## src/rtl/tetris_pkg.sv

```systemverilog
// -----------------------------------------------------------------------------
// tetris_pkg
// Shared definitions for the Tetris datapath and the LED board scanner.
//   BOARD_ROWS / BOARD_COLS / BOARD_BITS : geometry of the packed board image
//   scan_state_e                         : board scanner state encoding
// -----------------------------------------------------------------------------
package tetris_pkg;

    localparam int BOARD_ROWS = 8;
    localparam int BOARD_COLS = 4;
    localparam int BOARD_BITS = 32;

    typedef enum logic [1:0] {
        IDLE   = 2'd0,
        LOAD   = 2'd1,
        ROW_ON = 2'd2,
        BLANK  = 2'd3
    } scan_state_e;

endpackage : tetris_pkg

```

## src/rtl/scan_timer.sv

```systemverilog
// -----------------------------------------------------------------------------
// scan_timer
// Per-state tick counter for the board scanner. Restarts from zero whenever
// clear is high and saturates on its terminal count so it never wraps.
// Ports:
//   clka      in  clock
//   restart_n in  asynchronous active-low reset
//   clear     in  reload count to 0 (state entry)
//   limit     in  number of ticks the current state lasts (>= 1)
//   done      out high while count == limit-1 (last cycle of the state)
// -----------------------------------------------------------------------------
module scan_timer #(
    parameter int CW = 1
) (
    input  logic          clka,
    input  logic          restart_n,
    input  logic          clear,
    input  logic [CW:0]   limit,
    output logic          done
);

    logic [CW-1:0] count_q;
    logic [CW-1:0] count_d;

    // limit is one bit wider than the count so a limit of 2**CW fits
    assign done = ({1'b0, count_q} == (limit - {{CW{1'b0}}, 1'b1}));

    // next count: clear, hold on terminal count, else increment
    always_comb begin
        count_d = count_q;
        if (clear) begin
            count_d = '0;
        end else if (done) begin
            count_d = count_q;
        end else begin
            count_d = count_q + CW'(1);
        end
    end

    // count register
    always_ff @(posedge clka or negedge restart_n) begin
        if (!restart_n) begin
            count_q <= '0;
        end else begin
            count_q <= count_d;
        end
    end

endmodule : scan_timer

```

## src/rtl/board_scan.sv

```systemverilog
// -----------------------------------------------------------------------------
// board_scan
// Multiplexed LED scanner for the 8x4 Tetris board. Captures a board image
// once per frame, lights one row at a time for ROW_TICKS cycles with a dark
// BLANK_TICKS gap between rows, and pulses frame_done after row 7's gap.
// All outputs are registered decodes of the scan state, so they trail the
// internal state by one cycle.
// Ports:
//   clka       in  clock
//   restart_n  in  asynchronous active-low reset
//   board_in   in  32-bit board image, row r = bits [4r+3:4r]
//   enable     in  scanning permitted (sampled in IDLE and at frame end)
//   game_over  in  blink request (only with BOARD_SCAN_BLINK_EN)
//   board_ack  out one-cycle pulse when board_in is captured
//   row_sel    out one-hot row drive
//   col_data   out column drive for the lit row
//   frame_done out one-cycle pulse at the end of a frame
// Optional feature: define BOARD_SCAN_BLINK_EN to blank the columns every
// other group of 8 frames while game_over is high.
// -----------------------------------------------------------------------------
module board_scan
    import tetris_pkg::*;
#(
    parameter int ROW_TICKS   = 16,
    parameter int BLANK_TICKS = 2
) (
    input  logic                  clka,
    input  logic                  restart_n,
    input  logic [BOARD_BITS-1:0] board_in,
    input  logic                  enable,
    input  logic                  game_over,
    output logic                  board_ack,
    output logic [BOARD_ROWS-1:0] row_sel,
    output logic [BOARD_COLS-1:0] col_data,
    output logic                  frame_done
);

    localparam int MAX_TICKS = (ROW_TICKS > BLANK_TICKS) ? ROW_TICKS : BLANK_TICKS;
    localparam int CW        = (MAX_TICKS > 1) ? $clog2(MAX_TICKS) : 1;

    scan_state_e           state_q, state_d;
    logic [2:0]            row_q, row_d;
    logic [BOARD_BITS-1:0] shadow_q, shadow_d;

    logic                  timer_clear_s;
    logic [CW:0]           timer_limit_s;
    logic                  timer_done_s;
    logic                  frame_end_s;
    logic                  blank_cols_s;

    logic                  board_ack_q, board_ack_d;
    logic                  frame_done_q, frame_done_d;
    logic [BOARD_ROWS-1:0] row_sel_q, row_sel_d;
    logic [BOARD_COLS-1:0] col_data_q, col_data_d;

    // Restart the tick count on every state change; IDLE keeps it parked at 0
    assign timer_clear_s = (state_d != state_q) || (state_q == IDLE);
    assign timer_limit_s = (state_q == BLANK) ? (CW+1)'(BLANK_TICKS) : (CW+1)'(ROW_TICKS);
    assign frame_end_s   = (state_q == BLANK) && (row_q == 3'd7) && timer_done_s;

    scan_timer #(.CW(CW)) u_timer (
        .clka      (clka),
        .restart_n (restart_n),
        .clear     (timer_clear_s),
        .limit     (timer_limit_s),
        .done      (timer_done_s)
    );

`ifdef BOARD_SCAN_BLINK_EN
    logic [3:0] frame_cnt_q;

    // frame counter, advances once per completed frame
    always_ff @(posedge clka or negedge restart_n) begin
        if (!restart_n) begin
            frame_cnt_q <= 4'd0;
        end else if (frame_end_s) begin
            frame_cnt_q <= frame_cnt_q + 4'd1;
        end else begin
            frame_cnt_q <= frame_cnt_q;
        end
    end

    assign blank_cols_s = game_over && frame_cnt_q[3];
`else
    logic unused_game_over_s;
    assign unused_game_over_s = game_over;
    assign blank_cols_s       = 1'b0;
`endif

    // state register
    always_ff @(posedge clka or negedge restart_n) begin
        if (!restart_n) begin
            state_q  <= IDLE;
            row_q    <= 3'd0;
            shadow_q <= '0;
        end else begin
            state_q  <= state_d;
            row_q    <= row_d;
            shadow_q <= shadow_d;
        end
    end

    // next-state logic
    always_comb begin
        state_d  = state_q;
        row_d    = row_q;
        shadow_d = shadow_q;
        case (state_q)
            IDLE: begin
                if (enable) begin
                    state_d = LOAD;
                end else begin
                    state_d = IDLE;
                end
            end
            LOAD: begin
                shadow_d = board_in;
                row_d    = 3'd0;
                state_d  = ROW_ON;
            end
            ROW_ON: begin
                if (timer_done_s) begin
                    state_d = BLANK;
                end else begin
                    state_d = ROW_ON;
                end
            end
            BLANK: begin
                if (!timer_done_s) begin
                    state_d = BLANK;
                end else if (row_q == 3'd7) begin
                    state_d = enable ? LOAD : IDLE;
                end else begin
                    row_d   = row_q + 3'd1;
                    state_d = ROW_ON;
                end
            end
            default: begin
                state_d = IDLE;
                row_d   = 3'd0;
            end
        endcase
    end

    // output decode: rows only light in ROW_ON, everything else is dark
    always_comb begin
        board_ack_d  = (state_q == LOAD);
        frame_done_d = frame_end_s;
        row_sel_d    = '0;
        col_data_d   = '0;
        if (state_q == ROW_ON) begin
            row_sel_d = {{(BOARD_ROWS-1){1'b0}}, 1'b1} << row_q;
            if (blank_cols_s) begin
                col_data_d = '0;
            end else begin
                col_data_d = shadow_q[{row_q, 2'b00} +: BOARD_COLS];
            end
        end else begin
            row_sel_d  = '0;
            col_data_d = '0;
        end
    end

    // output registers
    always_ff @(posedge clka or negedge restart_n) begin
        if (!restart_n) begin
            board_ack_q  <= 1'b0;
            frame_done_q <= 1'b0;
            row_sel_q    <= '0;
            col_data_q   <= '0;
        end else begin
            board_ack_q  <= board_ack_d;
            frame_done_q <= frame_done_d;
            row_sel_q    <= row_sel_d;
            col_data_q   <= col_data_d;
        end
    end

    assign board_ack  = board_ack_q;
    assign frame_done = frame_done_q;
    assign row_sel    = row_sel_q;
    assign col_data   = col_data_q;

endmodule : board_scan

```

## config.mk

```make
export PLATFORM = sky130hd
export DESIGN_NAME = board_scan
export DESIGN_NICKNAME = d
export VERILOG_FILES = /design/src/rtl/tetris_pkg.sv /design/src/rtl/scan_timer.sv /design/src/rtl/board_scan.sv
export SDC_FILE = /design/constraint.sdc
export NUM_CORES = 1
export LEC_CHECK = 0
export CORE_AREA = 4 4 95 97
export DETAILED_ROUTE_END_ITERATION = 8
export DIE_AREA = 0 0 99 101
export GPL_ROUTABILITY_DRIVEN = 1
export PLACE_DENSITY = 0.48
export SYNTH_ARGS = -nofsm -noshare
export SYNTH_HDL_FRONTEND = slang
export SYNTH_SLANG_ARGS = --single-unit
```

## constraint.sdc

```tcl
create_clock -name clka -period 5.01 [get_ports clka]
set_input_delay 0.501 -clock clka [delete_from_list [all_inputs] [get_ports clka]]
set_output_delay 0.501 -clock clka [all_outputs]
set_load 0.05 [all_outputs]
```

== Word level (Yosys, flattened, before mapping) ==
Index checks and enable logic that the tools add are counted.
Operators by class
  add/subtract/negate cells: 3
  equal/unequal tests: 9
  shifts and indexed selects: 2
  muxes and demuxes: 13
  reductions and logical operators: 6
Operator list (count)
  32-bit by 6-bit variable part select with 4-bit output: 1
  4-bit 2-to-1 mux: 3
  8-bit 2-to-1 mux: 1
  2-bit one-hot mux with 4 select lines: 1
  1-bit by 3-bit left shift with 8-bit output, first input constant: 1
  3-bit 2-to-1 mux: 2
  2-bit != test, second input constant: 3
  3-bit one-hot mux with 2 select lines: 1
  4-bit by 5-bit equality test with 1-bit output: 1
  5-bit 2-to-1 mux: 1
  5-bit by 1-bit subtractor with 5-bit output, second input constant: 1
  4-bit by 1-bit adder with 4-bit output, second input constant: 1
  2-bit equality test, second input constant: 2
  2-bit 2-to-1 mux: 2
  3-bit by 1-bit adder with 3-bit output, second input constant: 1
  3-bit equality test, second input constant: 1
  3-bit AND reduction: 1
  2-bit by 1-bit equality test with 1-bit output, second input constant: 1
  1-bit logical AND: 2
  2-bit logical NOT: 1
  1-bit 2-to-1 mux: 2
  2-bit != test: 1
  2-bit nonzero test: 1
  1-bit logical OR: 1
Word-level totals
  bits in registers: 55
  input bits: 36
  output and inout port bits: 14
  word-level logic and storage cells: 41

== Depth between registers and ports, before layout ==
  word-level depth: 9
  mapped depth: 6
  depth with buffers taken out: 5

== By module ==
A second synthesis with hierarchy kept.
Second synthesis, totals
  cells, all modules: 216
  area, all modules: 2855.2 µm²
Modules (own cells, without submodules)
  board_scan: instances 1, cells each 170, area each 2414.8 µm²
  scan_timer: instances 1, cells each 46, area each 440.4 µm²

== Worst setup path before layout ==
Ideal clock, no wire load.
  path kind: register -> register
  start point: reg row_q[0]
  end point: reg row_q[1]
  library setup time: 126 ps
  arrival time: 1645 ps
  data required time: 4884 ps
  setup slack: 3238 ps
  cell stages (with the launch flop): 6
  clock period less this slack: 1772 ps
  path through: dfrtp_1 -> ha_1 -> ha_1 -> or2b_4 -> or2_4 -> a311o_1
On the way
  cells in the longest elaborated chain, start to end: 4
RTL lines
  from (decl): RTL line board_scan.sv:42  | logic [2:0] row_q, row_d;
  from (signal assigned): RTL line board_scan.sv:98  | row_q <= row_d;
  3-bit by 1-bit adder with 3-bit output: RTL line board_scan.sv:134  | row_d = row_q + 3'd1;
  3-bit 2-to-1 mux: RTL line board_scan.sv:131  | end else if (row_q == 3'd7) begin
  3-bit 2-to-1 mux: RTL line board_scan.sv:129  | if (!timer_done_s) begin
  3-bit one-hot mux with 2 select lines: RTL line board_scan.sv:108  | case (state_q)
Several ways; a longest one is shown, not always the timed one. The select of a mux whose other input is x is not followed.
A chain may end at the register's enable or synchronous reset.

== Worst setup path after layout ==
  start point: reg row_q[0]
  end point: reg row_q[0]
Same word-level chain as after synthesis.

==> summary.md <==
| Metric | Value |
|---|---|
| Status | `finished clean` |
| Worst path cell trace | `ha_1, ha_1, or2b_4, or2_4, a311o_1` |
| Critical path launch point | `row_q[0]$_DFFE_PN0P_` |
| Non-filler cells, final | `328` |
| Setup Fix Bufs, Post-CTS | `0` |
| Post-DP Area | `3000 um2` |
| DRT Pass-1 Iters | `4` |
| # nets final | `265` |
| Initial antenna violation count | `0` |
| Boundary Pins | `50` |
| RR Startpoint | `row_q[0]$_DFFE_PN0P_` |
| Hold_buf cts | `0` |
| Crit-path most repeated cell | `ha_1` |
| Worst EP arrival | `2.42 ns` |
| Post-synthesis cell type count | `31` |
| Worst IR Drop VDD | `0.127 mV` |
| Sequential fraction of the synthesis area | `0.569` |
| Place WS | `2.76 ns` |
| Finished layout cell area | `3090 um2` |
| Share of layout cells above drive strength 1 | `0.135` |
| Vias in the first global route | `1594` |
| CTS buffer count | `5` |
| Vias/cell | `4.49` |
| # diodes | `0` |
| Clock root buffer | `clkbuf_8` |
| Syn nets | `217` |
| Worst-margin pin slew | `0.719 ns` |
| HP Class | `in -> async` |
| Mapped Avg Cell Area | `13.9 um2` |
| Post-layout minimum cycle time | `2.22 ns` |
| Leak | `1.29 nW` |
| DR vias | `1474` |
| CTS tree | `yes` |
| Post-placement cell count | `320` |
| Grt total ovfl | `0` |
| Pins over their slew limit | `0` |
| Setup TNS | `0 ns` |
| Asr flop ratio synth | `1.00` |
| Critical path type | `reg -> reg` |
| CP startpoint kind | `flop` |
| Ys Warns | `0` |
| H-tree depth | `2` |
| Final setup viols | `0` |
| F_max | `0.451 GHz` |
| Worst-Skew Late Latency | `0.31 ns` |
| Largest net degree at the start of global routing | `56` |
| Post-Route Skew | `0.0114 ns` |
| Critical Path Sink Type | `flop` |
| Clk pin slew, worst setup/hold paths | `0.10 ns` |
| CTS Sinks | `55` |
| DIE WIDTH | `99 um` |
| Chip height | `101 um` |
| RSZ-0062 raised after global routing | `false` |
| Final GP Congestion | `0.735` |
| Max-cap violations | `0` |
| Relative slew slack | `0.521` |
| Core ar. | `8130 um2` |
| Synth Flop Type | `dfrtp_1` |
| Final hold violations | `0` |
| Worst-path fanout max | `13` |
| Antenna-violating nets left | `0` |
| Final Cycle Share | `0.443` |
| Worst path buffer plus inverter count | `0` |
| Die ar. | `10000 um2` |
| Fin util | `0.380` |
| Synthesized cell area | `2420 um2` |
| DR DRC count | `0` |
| Final WS setup | `2.79 ns` |
| Most common cell after layout, fill and taps aside | `dfrtp_1` |
| Post-cts resize count | `0` |
| Wire per inst | `14.4 um` |
| Pwr Total | `772 uW` |
| Initial Util | `0.297` |
| Mapped Cells | `174` |
| CP required | `5.21 ns` |
| Power per standard cell area | `250 nW/um2` |
| Final wirelength | `4.71 mm` |
| Critical path's top delay family | `flip-flops` |
| CTS Buffer Depth | `2` |
| EDFF count, synth | `0` |
| Post-DP HPWL | `3.28 mm` |
| 1st-iter DRT viols | `26` |
| First-pass GRT wire length | `7.87 mm` |
| Worst hold slack | `0.311 ns` |
| Area grow syn2layout | `27.8%` |
| Synthesized flop and latch total | `55` |
| Commonest non-fill, non-tap cells in the layout | `55 x dfrtp_1, 47 x clkdlybuf4s50_1, 29 x mux2_1` |
| Port Buf Inserts | `48` |
| Max incr delay on CP | `0.65 ns` |
| Total Routing Usage GR | `0.101` |
| Row count | `33` |
| Slowest stage cell, crit path | `dfrtp_1` |
## report_power, final
part | internal (mW) | total [mW] | switching, mW
Clock | 0.0977 | 0.246 | 0.148
Combinational | 0.0376 | 0.0618 | 0.0241
Sequential | 0.458 | 0.464 | 0.00611
Total | 0.594 | 0.772 | 0.178
## path summary, 6_finish.rpt
path | end | slack [ns] | cells past startpoint
max | row_q[0]$_DFFE_PN0P_ | 2.79 | 5
min | shadow_q[24]$_DFFE_PN0P_ | 0.31 | 2
max reg2reg | row_q[0]$_DFFE_PN0P_ | 2.79 | 5
min reg2reg | shadow_q[11]$_DFFE_PN0P_ | 0.49 | 1
max in group asynchronous | row_sel[3]$_DFF_PN0_ | 4.23 | 2
min in group clka | shadow_q[11]$_DFFE_PN0P_ | 0.49 | 1
## area by class of cell
cell class                 count  area [um2]
clock buffer                   5        68.8
tap                          105         131
inverter                       5        18.8
clock inverter                 3        20.0
sequential                    55        1380
fill                         809        5040
timing repair buffer          50         490
multi-input combinational    105         986
## cells in the mapped netlist, types with 4 or more instances
cell      number  area share
dfrtp_1       55        0.57
buf_2          5       0.010
a21oi_1        4      0.0083
mux2_1        29        0.14
ha_1           7       0.036
mux4_2         8       0.074
and3_1         8       0.021
nand2_1       10       0.016
inv_1          4      0.0062
nor2_1         7       0.011
clkbuf_1       4      0.0062
## flip-flops by register name (all words and copies together), names as in the netlist
name,cells
board_ack,1
col_data,4
frame_done,1
row_q,3
row_sel,8
shadow_q,32
state_q,2
u_timer.count_q,4
## metal layers
metal | up-vias | part of all wire | global-route usage | routed length [um]
li1 | 709 | - | - | -
met1 | 728 | 0.45 | 0.128 | 2130
met2 | 33 | 0.49 | 0.168 | 2300
met3 | 4 | 0.044 | 0.0201 | 209
met4 | 0 | 0.016 | 0.0410 | 74
met5 | - | 0 | 0 | 0
## cell families after synthesis
group           Yosys count  share of synthesized area
fa+ha+maj                 7                     0.0362
simple gates             43                     0.0978
mux                      42                      0.233
compound gates           11                     0.0321
xor+xnor                  2                    0.00724
buf+inv                  14                     0.0243
flops                    55                      0.569
Note: power is estimated with default switching activity, not from simulation.
